### src/rtl/wb_port_arbiter.sv
// Writeback port driver: merges fixed-latency pipeline results with buffered LSU loads.
// Optional macro WB_LSU_BYPASS_EN lets a load skip the empty buffer when the port is idle.
module wb_port_arbiter #(
    parameter int FIFO_DEPTH   = 2,
    parameter int STARVE_LIMIT = 4
) (
    input  logic        clk_i,
    input  logic        rst_i,
    input  logic        pipe_valid_i,
    input  logic [4:0]  pipe_rd_addr_i,
    input  logic [31:0] pipe_data_i,
    input  logic        lsu_valid_i,
    output logic        lsu_ready_o,
    input  logic [4:0]  lsu_rd_addr_i,
    input  logic [31:0] lsu_data_i,
    input  logic [2:0]  lsu_funct3_i,
    input  logic [1:0]  lsu_byte_off_i,
    output logic        rd_wren_o,
    output logic [4:0]  rd_addr_o,
    output logic [31:0] rd_data_o,
    output logic        stall_o,
    output logic        lsu_pending_o
);

    localparam int AW = $clog2(FIFO_DEPTH);
    localparam int PW = AW + 1;
    localparam int CW = $clog2(STARVE_LIMIT + 1);
    localparam logic [CW-1:0] LIMIT = CW'(STARVE_LIMIT);

    logic [4:0]    r_fifoAddr [FIFO_DEPTH];
    logic [31:0]   r_fifoData [FIFO_DEPTH];
    logic [PW-1:0] r_wrPtr;
    logic [PW-1:0] r_rdPtr;
    logic [CW-1:0] r_starveCnt;
    logic          r_stall;
    logic          r_wren;
    logic [4:0]    r_addr;
    logic [31:0]   r_data;

    logic          w_empty;
    logic          w_full;
    logic          w_lsuXfer;
    logic          w_pipeWin;
    logic          w_pop;
    logic          w_push;
    logic          w_bypass;
    logic [31:0]   w_lsuFmt;
    logic [CW-1:0] w_cntNext;

    // Byte/half selection and extension happen before storage, so the head is write-ready.
    function automatic logic [31:0] formatLoad(input logic [31:0] word,
                                               input logic [2:0]  f3,
                                               input logic [1:0]  off);
        logic [7:0]  b;
        logic [15:0] h;
        b = word[{off, 3'b000} +: 8];
        h = off[1] ? word[31:16] : word[15:0];
        case (f3)
            3'b000:  formatLoad = {{24{b[7]}}, b};
            3'b100:  formatLoad = {24'd0, b};
            3'b001:  formatLoad = {{16{h[15]}}, h};
            3'b101:  formatLoad = {16'd0, h};
            default: formatLoad = word;
        endcase
    endfunction

    assign w_empty   = (r_wrPtr == r_rdPtr);
    assign w_full    = (r_wrPtr[AW] != r_rdPtr[AW]) && (r_wrPtr[AW-1:0] == r_rdPtr[AW-1:0]);
    assign w_lsuXfer = lsu_valid_i && !w_full;
    assign w_pipeWin = pipe_valid_i && (pipe_rd_addr_i != 5'd0);
    assign w_pop     = !w_pipeWin && !w_empty;
    assign w_lsuFmt  = formatLoad(lsu_data_i, lsu_funct3_i, lsu_byte_off_i);

`ifdef WB_LSU_BYPASS_EN
    assign w_bypass  = w_lsuXfer && (lsu_rd_addr_i != 5'd0) && w_empty && !w_pipeWin;
`else
    assign w_bypass  = 1'b0;
`endif

    assign w_push    = w_lsuXfer && (lsu_rd_addr_i != 5'd0) && !w_bypass;

    always_comb begin
        w_cntNext = r_starveCnt;
        if (w_empty || w_pop) begin
            w_cntNext = '0;
        end else if (w_pipeWin && (r_starveCnt != LIMIT)) begin
            w_cntNext = r_starveCnt + CW'(1);
        end
    end

    always_ff @(posedge clk_i) begin
        if (w_push) begin
            r_fifoAddr[r_wrPtr[AW-1:0]] <= lsu_rd_addr_i;
            r_fifoData[r_wrPtr[AW-1:0]] <= w_lsuFmt;
        end
    end

    always_ff @(posedge clk_i) begin
        if (rst_i) begin
            r_wrPtr     <= '0;
            r_rdPtr     <= '0;
            r_starveCnt <= '0;
            r_stall     <= 1'b0;
        end else begin
            if (w_push) begin
                r_wrPtr <= r_wrPtr + PW'(1);
            end
            if (w_pop) begin
                r_rdPtr <= r_rdPtr + PW'(1);
            end
            r_starveCnt <= w_cntNext;
            r_stall     <= (w_cntNext >= LIMIT);
        end
    end

    // Address and data hold their last written values on idle cycles.
    always_ff @(posedge clk_i) begin
        if (rst_i) begin
            r_wren <= 1'b0;
            r_addr <= 5'd0;
            r_data <= 32'd0;
        end else if (w_pipeWin) begin
            r_wren <= 1'b1;
            r_addr <= pipe_rd_addr_i;
            r_data <= pipe_data_i;
        end else if (w_bypass) begin
            r_wren <= 1'b1;
            r_addr <= lsu_rd_addr_i;
            r_data <= w_lsuFmt;
        end else if (w_pop) begin
            r_wren <= 1'b1;
            r_addr <= r_fifoAddr[r_rdPtr[AW-1:0]];
            r_data <= r_fifoData[r_rdPtr[AW-1:0]];
        end else begin
            r_wren <= 1'b0;
        end
    end

    assign lsu_ready_o   = !w_full;
    assign lsu_pending_o = !w_empty;
    assign rd_wren_o     = r_wren;
    assign rd_addr_o     = r_addr;
    assign rd_data_o     = r_data;
    assign stall_o       = r_stall;

endmodule

### config.mk
export PLATFORM = sky130hd
export DESIGN_NAME = wb_port_arbiter
export DESIGN_NICKNAME = d
export VERILOG_FILES = /design/src/rtl/wb_port_arbiter.sv
export SDC_FILE = /design/constraint.sdc
export NUM_CORES = 1
export LEC_CHECK = 0
export BUFFER_PORTS_ARGS = -buffer_cell sky130_fd_sc_hd__buf_2
export CORE_MARGIN = 5
export CORE_UTILIZATION = 45
export CTS_CLUSTER_SIZE = 14
export DETAILED_ROUTE_END_ITERATION = 8
export HOLD_SLACK_MARGIN = 0.1
export PLACE_DENSITY = 0.68
export RECOVER_POWER = 50
export REMOVE_ABC_BUFFERS = 1
export SYNTH_ARGS = -nofsm -noshare
export SYNTH_HDL_FRONTEND = slang
export SYNTH_SLANG_ARGS = --single-unit
### constraint.sdc
create_clock -name clk_i -period 4.1 [get_ports clk_i]
set_input_delay 0.41 -clock clk_i [delete_from_list [all_inputs] [get_ports clk_i]]
set_output_delay 0.41 -clock clk_i [all_outputs]
set_load 0.05 [all_outputs]
==> run metrics <==
worst-path fanout max 21; die height between 100 and 150 um; hold buffer count at cts 0; internal power about 2.8 mW; Ports ~120; total die area about 0.015 mm2; post-CTS sizing 0; post-place setup slack 1.47 ns; Die X around 120 um; Clock Skew between 0.006 and 0.007 ns; Flop pwr share between 30% and 40%; Crit Path Category in -> reg; total setup buffers inserted after CTS 0; FF-to-FF setup slack 1.38 ns; FF+latch count, synth 120; CTS tree done; core area between 0.01 and 0.015 mm2; FFs w/ async S/R, synth 0%; Worst EP required about 4.4 ns; placed inst area 0.00642 mm2; clock slew at reported path FFs 0.06 ns; Sink Count between 100 and 150; Mapped Avg Cell Area 11.5 um2; Fmax ~350 MHz; CP Capture Type flop; clk buf depth 2; placed insts 759; Clk pwr share around a third; Static Leak 2.55 nW; layout cell share with drive strength beyond 1 25.2%; initial antenna violation count 0; final WL around 14000 um; 1st-iter DRT viols a little under 400; Worst Tran Pin Value about 2.2 ns; grt ovf 0; synth unique cells 41; GPL Wtd Cong between 0.8 and 0.9; min Tclk post-route between 2 and 3 ns; leading cell type in the layout, fill and taps excluded a21oi_1; Rel. slew slack -46.4%; post-route ant nets 0; row cnt 41; total design power about 4.4 mW; Cell Area, Synth 0.00572 mm2; pin count of the biggest net entering global routing 49; All-Layer GR Usage a little under a fifth; routed via count 4263; failing checks max-capacitance violations, max-slew violations; combinational share of power roughly 30%; Final Max Tran Viols 47; # nets final roughly 700; first drt pass iteration count 5; Switching Share between 30% and 40%; Final period util a little over two thirds; non-filler cells, final 791; Setup Viol. Count Final 0; Root Buffer clkbuf_16; HPWL Detailed 9190 um; vias in the first global route 4126; Buffers on Ports ~120; status complete, but fails checks; Worst-Skew Late Latency 0.42 ns; final hold vios 0; routed len/inst 17.5 um; Mapped Cells 499; RSZ-0062 raised after global routing no; max-cap viol count 2; vias per cell about 5.4; most frequent cells in the layout a21oi_1, buf_2, edfxtp_1, dfxtp_1, clkbuf_1; H-Tree Depth 4; final instance area 0.00694 mm2; yosys warns 0; Worst VDD drop approximately 0.35 mV; switching power total approximately 1.6 mW; Area Growth Syn to Fin 21.3%; Worst Setup Slack, final approximately 1.2 ns; critical path launch point type input pin; Arrival @ worst endpoint about 3.2 ns; diodes inserted 0; Post-synth EDFFs 74; DRC 0; Min Hold Slack between 0.2 and 0.25 ns; CTS buffer count 17; fill count 1118; first-pass GRT wire length 21500 um; Worst Hold Class in -> reg; Post-synth top flop edfxtp_1; PwrDens about 630 mW/mm2; share of the yosys chip area belonging to registers a little over half; Initial Util roughly 46%
[kinds of logic after synthesis]
group                    after synthesis  share of synthesized area (%)
AO/OA/AOI/OAI                        167                           20.9
flip-flops                           120                           55.0
AND/OR/NAND/NOR                      109                           9.98
buffers and inverters                 48                           4.33
multiplexers                          47                           8.47
XOR/XNOR                               6                          0.919
adder cells (fa/ha/maj)                2                          0.438
[final timing paths]
path                                        start           endpoint  cells after the start
worst max-delay path            lsu_byte_off_i[1]  r_fifoData[1][11]                      4
worst min-delay path            pipe_rd_addr_i[4]       rd_addr_o[4]                      3
worst max register to register               flop       rd_data_o[0]                      4
worst min register to register       rd_addr_o[0]       rd_addr_o[0]                      2
[state kept, by name (all words and copies together) (netlist names), named ones only]
register     count
rd_addr_o        5
r_starveCnt      3
rd_wren_o        1
r_fifoData      64
r_fifoAddr      10
r_rdPtr          2
rd_data_o       32
r_wrPtr          2
[cell usage after synthesis, drive strengths merged (2+ instances only)]
cell type / n / area, um2
a211oi: 7 / 52.6
a21oi: 90 / 450
a221o: 7 / 70.1
a22o: 6 / 52.6
buf: 22 / 150
clkbuf: 19 / 71.3
dfxtp: 46 / 921
edfxtp: 74 / 2220
ha: 2 / 25.0
inv: 7 / 26.3
mux2i: 45 / 450
nand2: 41 / 154
nand2b: 36 / 225
nand3b: 4 / 30.0
nor2: 14 / 52.6
nor2b: 4 / 25.0
nor3b: 2 / 15.0
nor4: 3 / 18.8
o21ai: 12 / 67.6
o22a: 6 / 52.6
o22ai: 33 / 394
or4: 2 / 15.0
xnor2: 4 / 35.0
xor2: 2 / 17.5
[through the flow]
step | utilization [%] | TNS [ns]
6_report | 55.4 | 0
3_3_place_gp | 51.3 | 0
2_1_floorplan | - | -6.13
3_5_place_dp | 51.3 | 0
4_1_cts | 56.0 | 0
5_1_grt | 55.4 | 0
[per-layer routing]
| layer | up-vias | global-route usage (%) | wire length [um] |
|---|---|---|---|
| met3 | 20 | 5.53 | 925 |
| met5 | - | 0 | 0 |
| li1 | 2083 | - | - |
| met1 | 2013 | 24.8 | 6020 |
| met4 | 0 | 6.16 | 244 |
| met2 | 147 | 29.8 | 6680 |
[layout make-up]
type,count,area (um2),area share [%]
clock buffers,18,439,6.33
clock inverters,14,150,2.16
flip-flops and latches,120,3140,45.3
well taps,172,215,3.10
repair buffers,129,603,8.69
multi-input cells,331,2360,34.0
inverters,7,26.3,0.379
[power groups by stage]
stage / Combinational, mW / Clock [mW] / Sequential [mW]
after CTS: 1.30 / 1.48 / 1.62
after floorplan: 0.689 / 0 / 1.86
after global placement: 1.28 / 0 / 1.64
after detailed placement: 1.30 / 0 / 1.65
final: 1.28 / 1.46 / 1.62
after global routing: 1.40 / 1.55 / 1.65
[worst max-delay path, stage by stage]
cell and delay, ns:
clkbuf_1 0.78, mux4_2 0.43, nor4b_1 1.23, a221o_1 0.29
Power figures use the tool's default switching activity.
